`config.mk`:
```
export PLATFORM = sky130hd
export DESIGN_NAME = pll_lock_supervisor
export DESIGN_NICKNAME = d
export VERILOG_FILES = /design/src/rtl/pll_lock_supervisor.sv
export SDC_FILE = /design/constraint.sdc
export NUM_CORES = 1
export LEC_CHECK = 0
export CELL_PAD_IN_SITES_DETAIL_PLACEMENT = 1
export CELL_PAD_IN_SITES_GLOBAL_PLACEMENT = 2
export CORE_MARGIN = 1.5
export CORE_UTILIZATION = 39
export DETAILED_ROUTE_END_ITERATION = 8
export GPL_ROUTABILITY_DRIVEN = 0
export PLACE_DENSITY_LB_ADDON = 0.1
export SYNTH_ARGS = -nofsm -noshare
export SYNTH_HDL_FRONTEND = slang
export SYNTH_SLANG_ARGS = --single-unit
```
`constraint.sdc`:
```
create_clock -name clk -period 4.65 [get_ports clk]
set_input_delay 0.93 -clock clk [delete_from_list [all_inputs] [get_ports clk]]
set_output_delay 0.93 -clock clk [all_outputs]
set_load 0.01 [all_outputs]
```
`src/rtl/pll_lock_supervisor.sv`:
```
// Reference-clock sequencer for an ECP5 EHXPLLL: pulses the PLL reset, waits for
// and qualifies lock, publishes ready, and retries a bounded number of times before faulting.
module pll_lock_supervisor #(
    parameter int unsigned PLL_RST_CYCLES      = 16,
    parameter int unsigned LOCK_TIMEOUT_CYCLES = 262144,
    parameter int unsigned STABLE_CYCLES       = 1024,
    parameter int unsigned MAX_RETRIES         = 3
) (
    input  logic       clk,
    input  logic       rst,
    input  logic       pll_locked_in,
    input  logic       relock_req,
    output logic       pll_rst_out,
    output logic       ready_out,
    output logic       fault_out,
    output logic [3:0] retry_count,
    output logic [7:0] lock_loss_count
);

    localparam int unsigned MAX_AB  = (PLL_RST_CYCLES > LOCK_TIMEOUT_CYCLES) ?
                                      PLL_RST_CYCLES : LOCK_TIMEOUT_CYCLES;
    localparam int unsigned MAX_CNT = (MAX_AB > STABLE_CYCLES) ? MAX_AB : STABLE_CYCLES;
    localparam int unsigned TW      = $clog2(MAX_CNT) + 1;

    localparam logic [TW-1:0] RST_LAST     = TW'(PLL_RST_CYCLES - 1);
    localparam logic [TW-1:0] TIMEOUT_LAST = TW'(LOCK_TIMEOUT_CYCLES - 1);
    localparam logic [TW-1:0] STABLE_LAST  = TW'(STABLE_CYCLES - 1);
    localparam logic [3:0]    RETRY_LAST   = 4'(MAX_RETRIES - 1);
    localparam logic [3:0]    RETRY_MAX    = 4'(MAX_RETRIES);

    typedef enum logic [2:0] {
        RST_PLL,
        WAIT_LOCK,
        STABILIZE,
        RUNNING,
        FAULT
    } state_t;

    state_t        state_q, state_d;
    logic [TW-1:0] timer_q, timer_d;
    logic [3:0]    retry_q, retry_d;
    logic [7:0]    loss_q, loss_d;
    logic          sync_q, lock_s_q;
    logic          pll_rst_q, pll_rst_d;
    logic          ready_q, ready_d;
    logic          fault_q, fault_d;
    logic          timer_clr;
    logic          fail;

    always_comb begin
        state_d   = state_q;
        retry_d   = retry_q;
        loss_d    = loss_q;
        timer_clr = 1'b0;
        fail      = 1'b0;

        if (state_q == FAULT) begin
            if (relock_req) begin
                state_d = RST_PLL;
                retry_d = '0;
            end
        end else if (relock_req) begin
            // Forces a timer restart even when already in RST_PLL
            state_d   = RST_PLL;
            timer_clr = 1'b1;
        end else begin
            case (state_q)
                RST_PLL: begin
                    if (timer_q == RST_LAST) state_d = WAIT_LOCK;
                end
                WAIT_LOCK: begin
                    if (lock_s_q)                   state_d = STABILIZE;
                    else if (timer_q == TIMEOUT_LAST) fail  = 1'b1;
                end
                STABILIZE: begin
                    if (!lock_s_q) begin
                        fail = 1'b1;
                    end else if (timer_q == STABLE_LAST) begin
                        state_d = RUNNING;
                        retry_d = '0;
                    end
                end
                RUNNING: begin
                    if (!lock_s_q) begin
                        state_d = RST_PLL;
                        if (loss_q != '1) loss_d = loss_q + 8'd1;
                    end
                end
                default: state_d = RST_PLL;
            endcase

            if (fail) begin
                if (retry_q == RETRY_LAST) begin
                    state_d = FAULT;
                    retry_d = RETRY_MAX;
                end else begin
                    state_d = RST_PLL;
                    retry_d = retry_q + 4'd1;
                end
            end
        end

        if (timer_clr || (state_d != state_q)) begin
            timer_d = '0;
        end else if ((state_q == RST_PLL) || (state_q == WAIT_LOCK) || (state_q == STABILIZE)) begin
            timer_d = timer_q + 1'b1;
        end else begin
            timer_d = timer_q;
        end

        pll_rst_d = (state_d == RST_PLL) || (state_d == FAULT);
        ready_d   = (state_d == RUNNING);
        fault_d   = (state_d == FAULT);
    end

    always_ff @(posedge clk or posedge rst) begin
        if (rst) begin
            state_q   <= RST_PLL;
            timer_q   <= '0;
            retry_q   <= '0;
            loss_q    <= '0;
            sync_q    <= 1'b0;
            lock_s_q  <= 1'b0;
            pll_rst_q <= 1'b1;
            ready_q   <= 1'b0;
            fault_q   <= 1'b0;
        end else begin
            state_q   <= state_d;
            timer_q   <= timer_d;
            retry_q   <= retry_d;
            loss_q    <= loss_d;
            sync_q    <= pll_locked_in;
            lock_s_q  <= sync_q;
            pll_rst_q <= pll_rst_d;
            ready_q   <= ready_d;
            fault_q   <= fault_d;
        end
    end

    assign pll_rst_out     = pll_rst_q;
    assign ready_out       = ready_q;
    assign fault_out       = fault_q;
    assign retry_count     = retry_q;
    assign lock_loss_count = loss_q;

endmodule

```
==> results.sh, run 1 <==
export IMPL_status="finished clean"
export IMPL_slowest_delay_ns=0.67
export IMPL_timing_final_crit_share=0.549
export IMPL_p_seq_frac=0.552
export IMPL_cp_data_required_time_ns=4.84
export IMPL_p_sw_mw=0.154
export IMPL_ios=19
export IMPL_arrival_ns=2.74
export IMPL_cts_buffer_depth=2
export IMPL_p_sw_frac=0.245
export IMPL_ctsResizeCount=0
export IMPL_ys_warnings_count=0
export IMPL_ir_drop_uv=149
export IMPL_numCtsBuffers=5
export IMPL_hold_viol=0
export IMPL_crit_type="input port to flop"
export IMPL_cp_end_kind="flop"
export IMPL_power_mw=0.631
export IMPL_power_leakage_nw=1.04
export IMPL_synthMostInstantiatedCell="dfrtp_1"
export IMPL_dp_cells=278
export IMPL_drcViolationCount=0
export IMPL_htreeDepth=2
export IMPL_critPathLaunchType="input port"
export IMPL_grt_usage=0.195
export IMPL_cts_tree="done"
export IMPL_grt_pass1_wl_mm=8.09
export IMPL_place_ws_ns=1.81
export IMPL_fmax_ghz=0.392
export IMPL_layout_cells_non_filler=286
export IMPL_setup_viol=0
export IMPL_r2r_cells=5
export IMPL_slew_headroom=0.490
export IMPL_whs_endpoint="lock_s_q$_DFF_PP0_"
export IMPL_hold_buffers=0
export IMPL_pwr_density_cell_nw_per_um2=269
export IMPL_slowest_stage="clkdlybuf4s50_1"
export IMPL_detail_route_antenna_nets=0
export IMPL_syn_to_final_growth_pct=16.4
export IMPL_nets=226
export IMPL_rrSetupSlack_ns=2.23
export IMPL_die_w_um=74.9
export IMPL_coreArea_um2=4850
export IMPL_synth_top_cell_by_area="dfrtp_1"
export IMPL_stdcell_area_um2=2350
export IMPL_combPwrFrac=0.052
export IMPL_cts_setup_buffers=0
export IMPL_path_clk_slew_ns=0.09
export IMPL_first_iter_violations=33
export IMPL_slew_viol_final=0
export IMPL_fin_ws_ns=2.10
export IMPL_hold_path_class="flop to flop"
export IMPL_rsz0062_at_grt="false"
export IMPL_cp_max_fo=8
export IMPL_internal_power_mw=0.477
export IMPL_netlist_top_cells_area="dfrtp_1, nor2_1, xnor2_1"
export IMPL_antenna_found_initial=0
export IMPL_netlist_instances=198
export IMPL_synth_edf_count=0
export IMPL_reg2reg_to="timer_q[15]$_DFFE_PP0P_"
export IMPL_cts_sink_count=39
export IMPL_rows=25
export IMPL_synth_common_cells="dfrtp_1, nor2_1, nand2_1, xnor2_1, xor2_1"
export IMPL_drv_cap=0
export IMPL_ys_types=45
export IMPL_grt_max_degree=21
export IMPL_start_util=0.416
export IMPL_root_buffer="clkbuf_8"
export IMPL_syn_nets=206
export IMPL_crit_chain="clkdlybuf4s50_1 > a21oi_1 > a311o_1 > or2_2 > mux2_2"
export IMPL_synth_seq_cells=39
export IMPL_hp_start="sync_q$_DFF_PP0_"
export IMPL_insertedDiodeCount=0
export IMPL_dpl_instance_area_um2=2250
export IMPL_pwr_share_clk=0.395
export IMPL_dieArea_um2=5620
export IMPL_tns_ns=0
export IMPL_seq_area_frac_synth=0.484
export IMPL_reg2reg_from="state_q[2]$_DFF_PP0_"
export IMPL_synth_ff_type="dfrtp_1"
export IMPL_wl_per_cell_um=16.2
export IMPL_grt_pass1_vias=1649
export IMPL_drive_gt1_frac=0.0868
export IMPL_wl_mm=4.64
export IMPL_grt_overflow=0
export IMPL_syn_area_um2=2020
export IMPL_critPathBufInv=1
export IMPL_clk_latency_ns=0.30
export IMPL_hold_depth=0
export IMPL_io_buffers=18
export IMPL_vias=1543
export IMPL_avgSynthCellArea_um2=10.2
export IMPL_finClkSkew_ns=0.0104
export IMPL_die_h_um=74.9
export IMPL_tightest_slew_ns=0.764
export IMPL_async_reset_ff_frac=1.00
export IMPL_period_minus_slack_ns=2.55
export IMPL_dp_hpwl_mm=3.35
export IMPL_dr_pass1_iters=4
export IMPL_detail_route_vias_per_cell=5.40
export IMPL_synth_top_area_share=0.471
export IMPL_crit_family="buffers and inverters"
==> cells by family (layout without fill, tap and decap cells) <==
| family | after synthesis | after routing | share of synthesized area |
|---|---|---|---|
| simple gates | 96 | 96 | 0.254 |
| flops | 39 | 39 | 0.484 |
| xor+xnor | 26 | 26 | 0.113 |
| compound gates | 20 | 20 | 0.0812 |
| buf+inv | 10 | 31 | 0.0273 |
| fa+ha+maj | 4 | 4 | 0.0248 |
| mux | 3 | 3 | 0.0161 |
==> power groups by stage <==
stage	registers [mW]	clock network [mW]	logic (mW)
floorplan	0.355	0	0.0211
detailed placement	0.355	0	0.0338
global placement	0.355	0	0.0326
finish	0.349	0.249	0.0329
global route	0.350	0.271	0.0375
CTS	0.349	0.257	0.0340
==> layout make-up <==
class | count | area, um2
clock inverters | 2 | 16.3
flip-flops and latches | 39 | 977
inverters | 4 | 15.0
repair buffers | 19 | 188
clock buffers | 6 | 82.6
fillers | 538 | 2500
well taps | 67 | 83.8
multi-input cells | 149 | 986
==> worst max path at each step <==
| stage | start | to | slack [ns] | depth (start not counted) |
|---|---|---|---|---|
| finish | relock_req | retry_count[0]$_DFFE_PP0P_ | 2.10 | 5 |
| global route | relock_req | lock_loss_count[7]$_DFFE_PP0P_ | 1.98 | 6 |
| CTS | relock_req | retry_count[0]$_DFFE_PP0P_ | 2.13 | 5 |
| detailed placement | relock_req | retry_count[0]$_DFFE_PP0P_ | 1.81 | 5 |
| global placement | relock_req | retry_count[0]$_DFFE_PP0P_ | 1.91 | 5 |
| floorplan | relock_req | retry_count[0]$_DFFE_PP0P_ | 2.37 | 5 |
==> metal layers <==
layer  global-route usage  wire [um]  vias up
met5                    0          0        -
met4               0.0667         70        0
met3               0.0442        111        9
met2                0.326       2310       20
met1                0.248       2160      783
li1                     -          -      731
==> state kept, by name, indices dropped and copies added (netlist names) <==
signal / flops
timer_q: 19
lock_loss_count: 8
retry_count: 4
state_q: 3
fault_out: 1
lock_s_q: 1
pll_rst_out: 1
ready_out: 1
sync_q: 1
==> through the flow <==
stage                     hold slack [ns]   util
final                               0.376  0.484
after global routing                0.389  0.484
after CTS                           0.379  0.484
after detailed placement            0.359  0.464
after global placement              0.336  0.464
after floorplan                     0.331      -
==> placed cells by master (no fill, tap or decap), drive strengths merged, types with 2 or more instances in the layout <==
| cell | count |
|---|---|
| or2 | 2 |
| xor2 | 13 |
| a21oi | 4 |
| dfrtp | 38 |
| nand4 | 9 |
| a21boi | 3 |
| clkbuf | 6 |
| or4 | 2 |
| xnor2 | 13 |
| clkdlybuf4s50 | 18 |
| nor2 | 31 |
| nor3b | 2 |
| mux2 | 2 |
| nor4 | 4 |
| nand3 | 7 |
| o32ai | 2 |
| ha | 4 |
| nand2b | 2 |
| nor2b | 2 |
| and3 | 7 |
| nand2 | 13 |
| and2 | 4 |
| inv | 4 |
| o21ai | 2 |
| nor3 | 6 |
| or4b | 2 |
No activity file was read; power rests on OpenSTA's default activity.
==> inputs of run 2 (changes only) <==
CORE_UTILIZATION = 33   (was 39)
clock period = 2.2 ns   (was 4.65 ns; I/O delays follow)
==> results.sh, run 2 (same netlist as run 1, synthesis figures left out) <==
export IMPL_arrival_ns=2.29
export IMPL_drive_gt1_frac=0.182
export IMPL_cp_end_kind="flop"
export IMPL_stdcell_area_um2=2580
export IMPL_crit_family="simple AND/OR/NAND/NOR gates"
export IMPL_slew_viol_final=0
export IMPL_drv_cap=0
export IMPL_hold_depth=0
export IMPL_rows=28
export IMPL_crit_chain="or4b_4 > nor4_4 > a311o_1 > or2_2 > mux2_2"
export IMPL_cts_tree="done"
export IMPL_dr_pass1_iters=4
export IMPL_grt_max_degree=40
export IMPL_insertedDiodeCount=0
export IMPL_dp_hpwl_mm=3.47
export IMPL_wl_met3_um=115
export IMPL_timing_final_crit_share=0.960
export IMPL_first_iter_violations=37
export IMPL_tightest_slew_ns=0.504
export IMPL_ir_drop_uv=259
export IMPL_rsz0062_at_grt="false"
export IMPL_n_fill_cell=676
export IMPL_root_buffer="clkbuf_8"
export IMPL_detail_route_vias_per_cell=5.00
export IMPL_whs_ns=0.357
export IMPL_die_w_um=81.2
export IMPL_layout_cells_non_filler=317
export IMPL_pwr_share_clk=0.437
export IMPL_finClkSkew_ns=0.0106
export IMPL_slowest_delay_ns=0.55
export IMPL_slew_headroom=0.664
export IMPL_hold_viol=0
export IMPL_grt_usage=0.166
export IMPL_cts_buffer_depth=2
export IMPL_critPathLaunchType="flop"
export IMPL_cp_data_required_time_ns=2.38
export IMPL_layout_commonest_cell="dfrtp_1"
export IMPL_nets=249
export IMPL_internal_power_mw=1.13
export IMPL_setup_viol=0
export IMPL_hp_start="sync_q$_DFF_PP0_"
export IMPL_met2_wirelength_mm=2.33
export IMPL_critPathBufInv=0
export IMPL_wl_mm=4.77
export IMPL_fmax_ghz=0.473
export IMPL_period_minus_slack_ns=2.11
export IMPL_r2r_cells=5
export IMPL_antenna_found_initial=0
export IMPL_combPwrFrac=0.056
export IMPL_ios=19
export IMPL_detail_route_antenna_nets=0
export IMPL_p_sw_frac=0.223
export IMPL_rrSetupSlack_ns=0.09
export IMPL_drcViolationCount=0
export IMPL_reg2reg_from="state_q[1]$_DFF_PP0_"
export IMPL_reg2reg_to="retry_count[0]$_DFFE_PP0P_"
export IMPL_start_util=0.341
export IMPL_status="finished clean"
export IMPL_grt_pass1_wl_mm=8.27
export IMPL_hold_buffers=0
export IMPL_syn_to_final_growth_pct=27.8
export IMPL_seq_area_um2=977
export IMPL_final_cell_mix="dfrtp_1, nor2_1, buf_4, clkdlybuf4s50_1"
export IMPL_dp_cells=307
export IMPL_vias=1584
export IMPL_die_h_um=81.2
export IMPL_pwr_density_cell_nw_per_um2=563
export IMPL_dpl_instance_area_um2=2430
export IMPL_largest_reg_flops=19
export IMPL_io_buffers=18
export IMPL_slowest_stage="or4b_4"
export IMPL_coreArea_um2=5920
export IMPL_cts_sink_count=39
export IMPL_power_leakage_nw=1.18
export IMPL_crit_type="flop to flop"
export IMPL_p_seq_frac=0.507
export IMPL_whs_endpoint="lock_s_q$_DFF_PP0_"
export IMPL_p_sw_mw=0.324
export IMPL_hold_path_class="flop to flop"
export IMPL_wirelength_met1_mm=2.26
export IMPL_wl_per_cell_um=15.0
export IMPL_cp_max_fo=4
export IMPL_highest_layer="met4"
export IMPL_top_register="timer_q"
export IMPL_grt_pass1_vias=1728
export IMPL_dieArea_um2=6590
export IMPL_clk_latency_ns=0.30
export IMPL_path_clk_slew_ns=0.08
export IMPL_grt_overflow=0
export IMPL_multiInputGateArea_um2=1000
export IMPL_numCtsBuffers=5
export IMPL_htreeDepth=2
## run 2: metal layers
metal | track usage | vias up
met4 | 0.0517 | 0
li1 | - | 776
met5 | 0 | -
met1 | 0.217 | 784
met3 | 0.0337 | 5
met2 | 0.275 | 19
## run 2: power by group through the flow
stage	combinational (mW)	clock [mW]	sequential (mW)
2_1_floorplan	0.0446	0	0.750
3_3_place_gp	0.0776	0	0.749
3_5_place_dp	0.0803	0	0.750
4_1_cts	0.0809	0.655	0.736
5_1_grt	0.0927	0.683	0.737
6_report	0.0810	0.635	0.736
## run 2: cell type report
cell class	count	area share
Sequential cell	39	0.379
Clock buffer	6	0.0320
Multi-Input combinational cell	149	0.389
Inverter	4	0.00582
Tap cell	75	0.0364
Clock inverter	2	0.0136
Timing Repair Buffer	42	0.145
## run 2: per-stage QoR
stage	TNS, ns	power, mW	util	worst slack (ns)
global route	0	1.51	0.436	0.000149
CTS	0	1.47	0.430	0.0375
global placement	0	0.827	0.410	0.0486
finish	0	1.45	0.436	0.0879
floorplan	0	0.794	-	0.0185
detailed placement	-0.0271	0.831	0.410	-0.0193
## run 2: how the worst max path moves through the flow
stage | startpoint | to | slack [ns] | depth (start not counted)
floorplan | state_q[1]$_DFF_PP0_ | retry_count[0]$_DFFE_PP0P_ | 0.02 | 6
global placement | relock_req | retry_count[0]$_DFFE_PP0P_ | 0.05 | 5
detailed placement | relock_req | lock_loss_count[5]$_DFFE_PP0P_ | -0.02 | 6
CTS | state_q[1]$_DFF_PP0_ | retry_count[0]$_DFFE_PP0P_ | 0.04 | 5
global route | state_q[1]$_DFF_PP0_ | retry_count[0]$_DFFE_PP0P_ | 0.0001 | 5
finish | state_q[1]$_DFF_PP0_ | retry_count[0]$_DFFE_PP0P_ | 0.09 | 5
## run 2: what timing repair did
item                                    4_1_cts  5_1_grt
endpoints found under the setup margin        0       22
gates resized for setup                       0        4
buffers inserted                              0        2
==> inputs of run 3 (changes only) <==
CORE_MARGIN = 2   (was 1.5)
CTS_CLUSTER_SIZE = 28   (was unset)
==> results.sh, run 3 (same netlist as run 1, synthesis figures left out) <==
export IMPL_grt_usage=0.164
export IMPL_period_minus_slack_ns=2.09
export IMPL_cp_data_required_time_ns=2.38
export IMPL_grt_max_degree=40
export IMPL_cp_max_fo=9
export IMPL_cp_end_kind="flop"
export IMPL_first_iter_violations=25
export IMPL_die_w_um=82.2
export IMPL_clk_latency_ns=0.30
export IMPL_wl_mm=4.86
export IMPL_reg2reg_from="state_q[2]$_DFF_PP0_"
export IMPL_grt_pass1_wl_mm=8.43
export IMPL_io_buffers=18
export IMPL_layout_commonest_cell="dfrtp_1"
export IMPL_syn_to_final_growth_pct=24.9
export IMPL_timing_final_crit_share=0.951
export IMPL_insertedDiodeCount=0
export IMPL_drive_gt1_frac=0.167
export IMPL_rrSetupSlack_ns=0.11
export IMPL_drv_cap=0
export IMPL_ios=19
export IMPL_whs_endpoint="lock_s_q$_DFF_PP0_"
export IMPL_grt_overflow=0
export IMPL_status="finished clean"
export IMPL_critPathLaunchType="flop"
export IMPL_dr_pass1_iters=4
export IMPL_rows=28
export IMPL_wl_per_cell_um=15.5
export IMPL_postLayoutCoreUtil=0.426
export IMPL_path_clk_slew_ns=0.08
export IMPL_cts_tree="done"
export IMPL_r2r_cells=6
export IMPL_hold_viol=0
export IMPL_stdcell_area_um2=2520
export IMPL_vias=1603
export IMPL_ir_drop_uv=241
export IMPL_antenna_found_initial=0
export IMPL_hp_start="sync_q$_DFF_PP0_"
export IMPL_hold_path_class="flop to flop"
export IMPL_coreArea_um2=5920
export IMPL_setup_viol=0
export IMPL_reg2reg_to="retry_count[0]$_DFFE_PP0P_"
export IMPL_detail_route_vias_per_cell=5.11
export IMPL_cts_sink_count=39
export IMPL_crit_type="flop to flop"
export IMPL_dieArea_um2=6760
export IMPL_slew_headroom=0.658
export IMPL_tns_ns=0
export IMPL_power_leakage_nw=1.13
export IMPL_top_register="timer_q"
export IMPL_finClkSkew_ns=0.00530
export IMPL_arrival_ns=2.27
export IMPL_die_h_um=82.2
export IMPL_start_util=0.341
export IMPL_largest_reg_flops=19
export IMPL_pwr_density_cell_nw_per_um2=522
export IMPL_drcViolationCount=0
export IMPL_slew_viol_final=0
export IMPL_final_cell_mix="dfrtp_1, nor2_1, buf_4, clkdlybuf4s50_1"
export IMPL_tightest_slew_ns=0.513
export IMPL_hold_depth=0
export IMPL_grt_pass1_vias=1760
export IMPL_cts_buffer_depth=2
export IMPL_htreeDepth=2
export IMPL_fmax_ghz=0.478
export IMPL_detail_route_antenna_nets=0
export IMPL_nets=246
export IMPL_root_buffer="clkbuf_8"
export IMPL_dp_hpwl_mm=3.53
export IMPL_dpl_instance_area_um2=2400
export IMPL_numCtsBuffers=5
export IMPL_rsz0062_at_grt="false"
==> run 3: changes by cell type in the layout (fill, tap and decap cells not counted), sizes merged <==
| cell | change |
|---|---|
| clkbuf | -1 |
| buf | -3 |
| bufinv | -1 |
| clkinvlp | +2 |
==> run 3: worst max path at each step <==
stage	from	endpoint	slack, ns	cells past startpoint
6_report	state_q[2]$_DFF_PP0_	retry_count[0]$_DFFE_PP0P_	0.11	6
5_1_grt	timer_q[0]$_DFFE_PP0P_	retry_count[2]$_DFFE_PP0P_	0.0007	6
4_1_cts	state_q[1]$_DFF_PP0_	retry_count[0]$_DFFE_PP0P_	0.04	5
3_5_place_dp	relock_req	lock_loss_count[5]$_DFFE_PP0P_	-0.03	6
3_3_place_gp	relock_req	retry_count[0]$_DFFE_PP0P_	0.05	5
2_1_floorplan	state_q[1]$_DFF_PP0_	retry_count[0]$_DFFE_PP0P_	0.02	6
==> run 3: through the flow <==
step	cells	power, mW	setup WS (ns)	hold WS (ns)
floorplan	198	0.794	0.0185	0.331
global placement	303	0.827	0.0486	0.338
detailed placement	303	0.832	-0.0332	0.346
CTS	311	1.33	0.0444	0.367
global route	314	1.39	0.000656	0.378
finish	314	1.32	0.107	0.363
==> run 3: metal layers <==
metal,wire length [um],GRT usage,part of all wire
met1,2310,0.210,0.48
met5,0,0,0
met4,59,0.0500,0.012
met3,120,0.0380,0.025
met2,2370,0.273,0.49
==> run 3: layout make-up <==
cell class | count | area [um2]
Multi-Input combinational cell | 149 | 995
Sequential cell | 39 | 977
Timing Repair Buffer | 39 | 350
Tap cell | 75 | 93.8
Fill cell | 680 | 3400
Clock buffer | 5 | 68.8
Clock inverter | 3 | 20.0
Inverter | 4 | 15.0
==> run 3: worst max-delay path, stage by stage (launching register included) <==
cell and delay [ns]:
dfrtp_1 0.40, buf_4 0.17, or4b_2 0.69, nor2_1 0.12, a311o_1 0.16, or2_4 0.15, mux2_4 0.29
==> run 3: timing repair <==
action | CTS | global route
setup endpoints to repair | 0 | 22
endpoints found under the hold margin | 0 | 0
hold buffers | 0 | 0
gates resized for setup | 0 | 4
buffers inserted | 0 | 3
==> run 3: power breakdown <==
part           internal, mW  switching [mW]
Sequential            0.726          0.0104
Combinational        0.0354          0.0464
Clock                 0.221           0.277
Total                 0.982           0.334
